$ cat src/rtl/rhs_session_arbiter_if.sv
`default_nettype none
// ============================================================================
// Module      : rhs_session_arbiter_if
// Description : Host/rhs_256 side signal bundle for rhs_session_arbiter.
//               "master" is the host/rhs_256 environment, "slave" the arbiter.
// Revision    : 1.0 - initial release
// ============================================================================
interface rhs_session_arbiter_if;
  // Host requests
  logic       host_config_req;
  logic       host_zcheck_req;
  logic       host_record_en;
  logic       host_stim_finite_req;
  logic       host_stim_inf_start_req;
  logic       host_stim_inf_stop_req;
  // Status from rhs_256
  logic       frame_tick;
  logic       config_done;
  logic       zcheck_done;
  logic       stim_busy;
  // Controls to rhs_256
  logic       config_start;
  logic       zcheck_start;
  logic       record_start;
  logic       stim_finite_mode_start;
  logic       stim_infinite_mode_start;
  logic       stim_infinite_mode_stop;
  // Status to host
  logic [2:0] state;
  logic       stim_inf_running;
  logic       reject;
  logic [2:0] reject_code;
  logic       timeout_err;

  modport master (
    output host_config_req, host_zcheck_req, host_record_en,
           host_stim_finite_req, host_stim_inf_start_req, host_stim_inf_stop_req,
           frame_tick, config_done, zcheck_done, stim_busy,
    input  config_start, zcheck_start, record_start,
           stim_finite_mode_start, stim_infinite_mode_start, stim_infinite_mode_stop,
           state, stim_inf_running, reject, reject_code, timeout_err
  );

  modport slave (
    input  host_config_req, host_zcheck_req, host_record_en,
           host_stim_finite_req, host_stim_inf_start_req, host_stim_inf_stop_req,
           frame_tick, config_done, zcheck_done, stim_busy,
    output config_start, zcheck_start, record_start,
           stim_finite_mode_start, stim_infinite_mode_start, stim_infinite_mode_stop,
           state, stim_inf_running, reject, reject_code, timeout_err
  );
endinterface
`default_nettype wire

$ cat src/rtl/rhs_session_arbiter.sv
`default_nettype none
// ============================================================================
// Module      : rhs_session_arbiter
// Description : Session controller in front of rhs_256. Serialises host
//               config / impedance-check / record / stimulation requests
//               into held start strobes and the record level, gates
//               stimulation to an armed recording session and reports
//               refused requests with a code.
// Revision    : 1.0 - initial release
// ============================================================================
module rhs_session_arbiter #(
  parameter int unsigned START_HOLD_CYCLES = 40,
  parameter int unsigned ARM_FRAMES        = 8,
  parameter int unsigned TIMEOUT_CYCLES    = 24'hFF_FFFF
) (
  input wire                   clk,
  input wire                   rstn,
  rhs_session_arbiter_if.slave bus
);

  localparam int unsigned c_HW = (START_HOLD_CYCLES > 1) ? $clog2(START_HOLD_CYCLES) : 1;
  localparam int unsigned c_AW = (ARM_FRAMES > 1) ? $clog2(ARM_FRAMES) : 1;
  localparam logic [c_HW-1:0] c_HOLD_LAST = c_HW'(START_HOLD_CYCLES - 1);
  localparam logic [c_AW-1:0] c_ARM_LAST  = c_AW'(ARM_FRAMES - 1);
  localparam logic [23:0]     c_TMO_LAST  = 24'(TIMEOUT_CYCLES - 1);

  // Bit positions in the one-hot strobe register of the shared hold engine
  localparam int c_STB_CFG    = 0;
  localparam int c_STB_ZC     = 1;
  localparam int c_STB_FIN    = 2;
  localparam int c_STB_ISTART = 3;
  localparam int c_STB_ISTOP  = 4;

  typedef enum logic [2:0] {
    ST_IDLE   = 3'd0,
    ST_CONFIG = 3'd1,
    ST_ZCHECK = 3'd2,
    ST_ARM    = 3'd3,
    ST_RECORD = 3'd4,
    ST_DRAIN  = 3'd5
  } state_t;

  state_t          state_q, state_d;
  logic [23:0]     tmo_q, tmo_d;
  logic [c_AW-1:0] arm_cnt_q, arm_cnt_d;
  logic [c_HW-1:0] hold_cnt_q, hold_cnt_d;
  logic [4:0]      strobes_q, strobes_d;
  logic            done_seen_q, done_seen_d;
  logic            record_start_q, record_start_d;
  logic            inf_running_q, inf_running_d;
  logic            timeout_err_q, timeout_err_d;
  logic            reject_q, reject_d;
  logic [2:0]      reject_code_q, reject_code_d;

  logic [4:0]      launch;
  logic [5:1]      rej;
  logic            hold_busy;
  logic            any_stim;
  logic            done_now;

  assign hold_busy = |strobes_q;
  assign any_stim  = bus.host_stim_finite_req | bus.host_stim_inf_start_req |
                     bus.host_stim_inf_stop_req;
  assign done_now  = (state_q == ST_CONFIG) ? bus.config_done : bus.zcheck_done;

  // Next-state, hold engine and reject arbitration
  always_comb begin
    state_d        = state_q;
    tmo_d          = '0;
    arm_cnt_d      = arm_cnt_q;
    hold_cnt_d     = hold_cnt_q;
    strobes_d      = strobes_q;
    done_seen_d    = done_seen_q;
    record_start_d = record_start_q;
    inf_running_d  = inf_running_q;
    timeout_err_d  = timeout_err_q;
    reject_d       = 1'b0;
    reject_code_d  = reject_code_q;
    launch         = '0;
    rej            = '0;

    // A running strobe counts down and drops after its last held cycle
    if (hold_busy) begin
      if (hold_cnt_q == '0) strobes_d = '0;
      else                  hold_cnt_d = hold_cnt_q - 1'b1;
    end

    if ((state_q != ST_IDLE) && (bus.host_config_req || bus.host_zcheck_req)) rej[1] = 1'b1;
    if ((state_q != ST_RECORD) && any_stim) rej[2] = 1'b1;

    case (state_q)
      ST_IDLE: begin
        if (bus.host_config_req) begin
          state_d                = ST_CONFIG;
          launch[c_STB_CFG]      = 1'b1;
          done_seen_d            = 1'b0;
          timeout_err_d          = 1'b0;
          if (bus.host_zcheck_req || bus.host_record_en) rej[1] = 1'b1;
        end else if (bus.host_zcheck_req) begin
          state_d                = ST_ZCHECK;
          launch[c_STB_ZC]       = 1'b1;
          done_seen_d            = 1'b0;
          timeout_err_d          = 1'b0;
          if (bus.host_record_en) rej[1] = 1'b1;
        end else if (bus.host_record_en) begin
          state_d                = ST_ARM;
          record_start_d         = 1'b1;
          arm_cnt_d              = '0;
          timeout_err_d          = 1'b0;
        end
      end

      ST_CONFIG, ST_ZCHECK: begin
        tmo_d = tmo_q + 24'd1;
        if (done_now) done_seen_d = 1'b1;
        // An early done is remembered; the strobe always runs its full hold
        if (tmo_q == c_TMO_LAST) begin
          state_d       = ST_IDLE;
          timeout_err_d = 1'b1;
        end else if ((done_seen_q || done_now) && !hold_busy) begin
          state_d = ST_IDLE;
        end
      end

      ST_ARM: begin
        if (!bus.host_record_en) begin
          state_d = ST_DRAIN;
        end else if (bus.frame_tick) begin
          if (arm_cnt_q == c_ARM_LAST) state_d = ST_RECORD;
          else                         arm_cnt_d = arm_cnt_q + 1'b1;
        end
      end

      ST_RECORD: begin
        if (!bus.host_record_en) state_d = ST_DRAIN;
        if (bus.host_stim_inf_stop_req) begin
          if (!inf_running_q) rej[4] = 1'b1;
          else if (hold_busy) rej[3] = 1'b1;
          else begin
            launch[c_STB_ISTOP] = 1'b1;
            inf_running_d       = 1'b0;
          end
        end
        if (bus.host_stim_finite_req || bus.host_stim_inf_start_req) begin
          if (bus.host_stim_inf_stop_req) begin
            rej[5] = 1'b1;
          end else if (hold_busy || bus.stim_busy || inf_running_q) begin
            rej[3] = 1'b1;
          end else if (bus.host_stim_finite_req) begin
            // Finite wins a same-cycle finite/infinite pair; the engine is then taken
            launch[c_STB_FIN] = 1'b1;
            if (bus.host_stim_inf_start_req) rej[3] = 1'b1;
          end else begin
            launch[c_STB_ISTART] = 1'b1;
            inf_running_d        = 1'b1;
          end
        end
      end

      ST_DRAIN: begin
        tmo_d = tmo_q + 24'd1;
        if (tmo_q == c_TMO_LAST) begin
          state_d        = ST_IDLE;
          record_start_d = 1'b0;
          timeout_err_d  = 1'b1;
          inf_running_d  = 1'b0;
        end else if (inf_running_q) begin
          // Self-issued stop waits for any strobe still being held
          if (!hold_busy) begin
            launch[c_STB_ISTOP] = 1'b1;
            inf_running_d       = 1'b0;
          end
        end else if (!hold_busy && !bus.stim_busy && bus.frame_tick) begin
          state_d        = ST_IDLE;
          record_start_d = 1'b0;
        end
      end

      default: state_d = ST_IDLE;
    endcase

    if (|launch) begin
      strobes_d  = launch;
      hold_cnt_d = c_HOLD_LAST;
    end

    if (|rej) begin
      reject_d = 1'b1;
      if      (rej[1]) reject_code_d = 3'd1;
      else if (rej[2]) reject_code_d = 3'd2;
      else if (rej[3]) reject_code_d = 3'd3;
      else if (rej[4]) reject_code_d = 3'd4;
      else             reject_code_d = 3'd5;
    end
  end

  // State and output registers, cleared asynchronously
  always_ff @(posedge clk or negedge rstn) begin
    if (!rstn) begin
      state_q        <= ST_IDLE;
      tmo_q          <= '0;
      arm_cnt_q      <= '0;
      hold_cnt_q     <= '0;
      strobes_q      <= '0;
      done_seen_q    <= 1'b0;
      record_start_q <= 1'b0;
      inf_running_q  <= 1'b0;
      timeout_err_q  <= 1'b0;
      reject_q       <= 1'b0;
      reject_code_q  <= '0;
    end else begin
      state_q        <= state_d;
      tmo_q          <= tmo_d;
      arm_cnt_q      <= arm_cnt_d;
      hold_cnt_q     <= hold_cnt_d;
      strobes_q      <= strobes_d;
      done_seen_q    <= done_seen_d;
      record_start_q <= record_start_d;
      inf_running_q  <= inf_running_d;
      timeout_err_q  <= timeout_err_d;
      reject_q       <= reject_d;
      reject_code_q  <= reject_code_d;
    end
  end

  assign bus.config_start             = strobes_q[c_STB_CFG];
  assign bus.zcheck_start             = strobes_q[c_STB_ZC];
  assign bus.stim_finite_mode_start   = strobes_q[c_STB_FIN];
  assign bus.stim_infinite_mode_start = strobes_q[c_STB_ISTART];
  assign bus.stim_infinite_mode_stop  = strobes_q[c_STB_ISTOP];
  assign bus.record_start             = record_start_q;
  assign bus.state                    = state_q;
  assign bus.stim_inf_running         = inf_running_q;
  assign bus.reject                   = reject_q;
  assign bus.reject_code              = reject_code_q;
  assign bus.timeout_err              = timeout_err_q;

endmodule
`default_nettype wire

$ cat src/flat_wrapper.sv
// flat-port wrapper written by rule: the top's interface ports become plain ports
module rhs_session_arbiter_flat 
#(
  parameter int unsigned START_HOLD_CYCLES = 40,
  parameter int unsigned ARM_FRAMES        = 8,
  parameter int unsigned TIMEOUT_CYCLES    = 24'hFF_FFFF
)
  (clk, rstn, bus_host_config_req, bus_host_zcheck_req, bus_host_record_en, bus_host_stim_finite_req, bus_host_stim_inf_start_req, bus_host_stim_inf_stop_req, bus_frame_tick, bus_config_done, bus_zcheck_done, bus_stim_busy, bus_config_start, bus_zcheck_start, bus_record_start, bus_stim_finite_mode_start, bus_stim_infinite_mode_start, bus_stim_infinite_mode_stop, bus_state, bus_stim_inf_running, bus_reject, bus_reject_code, bus_timeout_err);
  rhs_session_arbiter_if bus_i ();
  input wire clk;
  input wire rstn;
  input wire logic [$bits(bus_i.host_config_req)-1:0] bus_host_config_req;
  input wire logic [$bits(bus_i.host_zcheck_req)-1:0] bus_host_zcheck_req;
  input wire logic [$bits(bus_i.host_record_en)-1:0] bus_host_record_en;
  input wire logic [$bits(bus_i.host_stim_finite_req)-1:0] bus_host_stim_finite_req;
  input wire logic [$bits(bus_i.host_stim_inf_start_req)-1:0] bus_host_stim_inf_start_req;
  input wire logic [$bits(bus_i.host_stim_inf_stop_req)-1:0] bus_host_stim_inf_stop_req;
  input wire logic [$bits(bus_i.frame_tick)-1:0] bus_frame_tick;
  input wire logic [$bits(bus_i.config_done)-1:0] bus_config_done;
  input wire logic [$bits(bus_i.zcheck_done)-1:0] bus_zcheck_done;
  input wire logic [$bits(bus_i.stim_busy)-1:0] bus_stim_busy;
  output wire logic [$bits(bus_i.config_start)-1:0] bus_config_start;
  output wire logic [$bits(bus_i.zcheck_start)-1:0] bus_zcheck_start;
  output wire logic [$bits(bus_i.record_start)-1:0] bus_record_start;
  output wire logic [$bits(bus_i.stim_finite_mode_start)-1:0] bus_stim_finite_mode_start;
  output wire logic [$bits(bus_i.stim_infinite_mode_start)-1:0] bus_stim_infinite_mode_start;
  output wire logic [$bits(bus_i.stim_infinite_mode_stop)-1:0] bus_stim_infinite_mode_stop;
  output wire logic [$bits(bus_i.state)-1:0] bus_state;
  output wire logic [$bits(bus_i.stim_inf_running)-1:0] bus_stim_inf_running;
  output wire logic [$bits(bus_i.reject)-1:0] bus_reject;
  output wire logic [$bits(bus_i.reject_code)-1:0] bus_reject_code;
  output wire logic [$bits(bus_i.timeout_err)-1:0] bus_timeout_err;
  assign bus_i.host_config_req = bus_host_config_req;
  assign bus_i.host_zcheck_req = bus_host_zcheck_req;
  assign bus_i.host_record_en = bus_host_record_en;
  assign bus_i.host_stim_finite_req = bus_host_stim_finite_req;
  assign bus_i.host_stim_inf_start_req = bus_host_stim_inf_start_req;
  assign bus_i.host_stim_inf_stop_req = bus_host_stim_inf_stop_req;
  assign bus_i.frame_tick = bus_frame_tick;
  assign bus_i.config_done = bus_config_done;
  assign bus_i.zcheck_done = bus_zcheck_done;
  assign bus_i.stim_busy = bus_stim_busy;
  assign bus_config_start = bus_i.config_start;
  assign bus_zcheck_start = bus_i.zcheck_start;
  assign bus_record_start = bus_i.record_start;
  assign bus_stim_finite_mode_start = bus_i.stim_finite_mode_start;
  assign bus_stim_infinite_mode_start = bus_i.stim_infinite_mode_start;
  assign bus_stim_infinite_mode_stop = bus_i.stim_infinite_mode_stop;
  assign bus_state = bus_i.state;
  assign bus_stim_inf_running = bus_i.stim_inf_running;
  assign bus_reject = bus_i.reject;
  assign bus_reject_code = bus_i.reject_code;
  assign bus_timeout_err = bus_i.timeout_err;
  rhs_session_arbiter #(.START_HOLD_CYCLES(START_HOLD_CYCLES), .ARM_FRAMES(ARM_FRAMES), .TIMEOUT_CYCLES(TIMEOUT_CYCLES)) u_core (.clk(clk), .rstn(rstn), .bus(bus_i));
endmodule
$ cat config.mk
export PLATFORM = sky130hd
export DESIGN_NAME = rhs_session_arbiter_flat
export DESIGN_NICKNAME = d
export VERILOG_FILES = /design/src/rtl/rhs_session_arbiter_if.sv /design/src/rtl/rhs_session_arbiter.sv /design/src/flat_wrapper.sv
export SDC_FILE = /design/constraint.sdc
export NUM_CORES = 1
export LEC_CHECK = 0
export ABC_AREA = 1
export BUFFER_PORTS_ARGS = -buffer_cell sky130_fd_sc_hd__buf_4
export CAP_MARGIN = 40
export CORE_MARGIN = 2
export CORE_UTILIZATION = 30
export DETAILED_ROUTE_END_ITERATION = 7
export PLACE_DENSITY_LB_ADDON = 0.3
export SYNTH_ARGS = -nofsm -noshare
export SYNTH_HDL_FRONTEND = slang
export SYNTH_SLANG_ARGS = --single-unit
$ cat constraint.sdc
create_clock -name clk -period 3.5 [get_ports clk]
set_clock_uncertainty 0.2 [all_clocks]
set_input_delay 0.175 -clock clk [delete_from_list [all_inputs] [get_ports clk]]
set_output_delay 0.175 -clock clk [all_outputs]
set_load 0.005 [all_outputs]
==> reports/metrics.csv <==
stage;metric;value;unit
clock_tree;Clk Latency, worst-skew pair;0.30;ns
floorplanning;Chip Width;102;um
power;Peak VDD IR;206;uV
critical_path;most used cell, CP;nand2_2;
timing;endpoints failing hold;0;
power;Clock power frac;19.7;%
critical_path;total stage count of the critical path;13;
critical_path;crit path capture;u_core.hold_cnt_q[5];
clock_tree;CTS tree;yes;
floorplanning;die area;10400;um2
timing;RSZ-0062 raised after global routing;false;
final_layout;diodes inserted;0;
synth;post-synthesis mux area share;0;%
clock_tree;Bufs on Longest Clock Path;2;
critical_path;CP bufs+invs;3;
global_routing;grt total ovfl;0;
critical_path;Crit Path Class;flop to flop;
timing;Least-Margin Pin Slew;0.636;ns
synth;Synth Area in XOR/XNOR;2.13;%
routing;average wire per standard cell;11.8;um
synth;Primary FF master, synth;dfrtp_1;
synth;simple-gate share of the synthesized area;36.3;%
critical_path;crit path from;u_core.tmo_q[0];
final_layout;final core occ;36.0;%
critical_path;r2r endpoint;u_core.hold_cnt_q[5];
synth;synthesized-area fraction occupied by adder cells;2.61;%
timing;Rel. slew slack;57.6;%
power;sw power;809;uW
synth;asr flop ratio synth;100;%
critical_path;CP cell instances;inv_1 -> ha_1 -> inv_1 -> nor2_1 -> nand2_2 -> nor2_2 -> nand2_2 -> nand3_2 -> nand2_2 -> inv_2 -> nand3_1 -> nand2_1 -> nand2_1;
placed_design;Final GP Congestion;0.822;
timing;Final Critical Period;2.02;ns
clock_tree;Worst-path clk slew;0.09;ns
critical_path;RR Startpoint;u_core.tmo_q[0];
power;Pint;1.21;mW
critical_path;Reg2Reg Setup Slack;1.48;ns
final_layout;layout cells sized above 1;16.2;%
synth;Synth cell types;32;
power;combinational fraction of design power;41.4;%
critical_path;Largest delay share family, worst path;simple AND/OR/NAND/NOR gates;
synth;largest family of logic cells by synthesized area;simple AND/OR/NAND/NOR gates;
placed_design;detailed-placement wirelength estimate;4700;um
placed_design;IO buf count;26;
floorplanning;Initial Util;31.0;%
run_status;outcome;complete, no violations;
critical_path;slowest stage delay, CP;0.42;ns
final_layout;Layout area overhead;16.2;%
routing;Via Count;2526;
synth;EDFF count, synth;0;
synth;Compound-Gate Fraction of Synth Area;8.00;%
critical_path;Slowest-stage cell, CP;dfrtp_1;
timing;Peak Freq;496;MHz
timing;fin crit share;57.6;%
routing;ANT nets after route;0;
final_layout;final cell count without fillers;542;
global_routing;largest net degree at the start of global routing;50;
global_routing;initial antenna violation count;0;
global_routing;GRT Util Overall;13.1;%
critical_path;crit end category;flop;
synth;#FFs+latches synth;49;
synth;Synth Instances;380;
routing;Residual DRC;0;
floorplanning;IO Pins;27;
floorplanning;area of the core;9280;um2
critical_path;crit-path max FO;13;
routing;router iterations before antenna repair;5;
global_routing;vias in the first global route;2387;
final_layout;Post-layout nets;431;
synth;Mapped Area;2880;um2
routing;DR iter-0 viols;157;
timing;setup tns final;0;ns
placed_design;dpl cells;532;
clock_tree;CTS buffer count;5;
synth;Mapped Avg Cell Area;7.57;um2
critical_path;CP required;3.50;ns
synth;post-synthesis sequential area ratio;42.6;%
power;Switching Share;40.2;%
global_routing;first-pass GRT wire length;11000;um
critical_path;r2r worst-path depth;13;
floorplanning;# rows;35;
critical_path;crit path launch type;flop;
timing;endpoints failing setup;0;
power;sequential power share;38.9;%
clock_tree;clock root buffer master;clkbuf_8;
floorplanning;Die H;102;um
power;P per Cell Area;603;nW/um2
critical_path;crit path DAT;2.01;ns
synth;Synth Warn #;0;
power;Leak;1.61;nW
clock_tree;CTS H-tree lvls;2;
routing;Detailed Route WL;6410;um
final_layout;final instance area;3340;um2
placed_design;area post-placement;3210;um2
timing;Slew Limit Fails;0;
routing;Via density;4.66;
clock_tree;clock sinks;49;
flow_run;maxcap violations;0;
synth;Mapped Nets;398;
hold_path;Hold Crit Class;primary input to flop;
[cell usage in the layout, fill, tap and decap left out, drive strengths merged, types with 13 or more instances in the layout]
| cell type | synthesis | routed |
|---|---|---|
| nand2 | 92 | 92 |
| nor3 | 15 | 15 |
| a21oi | 17 | 17 |
| inv | 55 | 55 |
| buf | 4 | 27 |
| nand4 | 22 | 22 |
| nand3 | 27 | 27 |
| nor2 | 60 | 60 |
| dfrtp | 49 | 49 |
| o21ai | 13 | 13 |
[synthesized netlist by cell type, types with 9 or more instances]
cell type	number	area (um2)
nand2_1	83	312
dfrtp_1	49	1230
inv_1	49	184
nor2_1	48	180
nand3_1	23	115
nand4_1	22	138
a21oi_1	17	85.1
nor3_1	14	70.1
nand2_2	9	56.3
o21ai_0	9	45.0
[tightest hold or removal path: cells and delay by family]
kind          cells  cell delay, ns
simple gates      3            0.18
buf+inv           1            0.12
[worst min path at each step]
| stage | slack (ns) | start | end | cells past startpoint |
|---|---|---|---|---|
| floorplan | -0.32 | rstn | u_core.arm_cnt_q[0] | 0 |
| global placement | 0.05 | rstn | u_core.tmo_q[1] | 1 |
| detailed placement | 0.05 | rstn | u_core.tmo_q[1] | 1 |
| CTS | 0.02 | bus_host_stim_inf_stop_req | u_core.strobes_q[2] | 4 |
| global route | 0.03 | bus_host_stim_inf_stop_req | u_core.strobes_q[2] | 4 |
| finish | 0.02 | bus_host_stim_inf_stop_req | u_core.strobes_q[2] | 4 |
[registers in the layout, summed over array words and instances (netlist names)]
name / count
u_core.arm_cnt_q: 3
u_core.bus.record_start: 1
u_core.bus.reject: 1
u_core.bus.reject_code: 3
u_core.bus.state: 3
u_core.bus.stim_inf_running: 1
u_core.bus.timeout_err: 1
u_core.done_seen_q: 1
u_core.hold_cnt_q: 6
u_core.strobes_q: 5
u_core.tmo_q: 24
[power groups by stage]
| stage | Clock, mW | Sequential [mW] | Combinational (mW) |
|---|---|---|---|
| 6_report | 0.398 | 0.783 | 0.834 |
| 5_1_grt | 0.438 | 0.804 | 0.955 |
| 4_1_cts | 0.418 | 0.784 | 0.842 |
| 3_5_place_dp | 0 | 0.795 | 0.835 |
| 3_3_place_gp | 0 | 0.793 | 0.821 |
| 2_1_floorplan | 0 | 0.777 | 0.605 |
[per-layer routing]
layer	routed length, um	up-vias	GRT usage [%]	share of wire (%)
li1	-	1301	-	-
met1	3120	1184	18.0	49
met2	3000	37	21.4	47
met3	201	4	2.05	3.1
met4	79	0	4.10	1.2
met5	0	-	0	0
[cells by family (layout without fill, tap and decap cells)]
logic type | after synthesis | after routing
DFF | 49 | 49
adders and majority gates | 6 | 6
xor gates and xnor gates | 7 | 7
and+or+nand+nor | 219 | 219
buffers and inverters | 59 | 92
AOI/OAI and AO/OA | 40 | 40
[cell type report]
class	count	area (um2)
timing repair buffer	30	233
multi-input combinational	272	1410
inverter	55	206
clock inverter	2	35.0
clock buffer	5	68.8
tap	129	161
sequential	49	1230
fill	1013	5940
[metrics by stage]
stage	hold WS (ns)	setup WS, ns	power, mW
final	0.0205	1.48	2.02
after global routing	0.0268	1.32	2.20
after CTS	0.0187	1.47	2.04
after detailed placement	0.0483	1.48	1.63
after global placement	0.0489	1.55	1.61
after floorplan	-0.321	1.80	1.38
[timing repair]
item	in CTS	in global routing
buffers inserted	0	0
resized for setup	0	0
hold endpoints to repair	51	0
hold buffers	3	0
(Power assumes the default switching activity.)
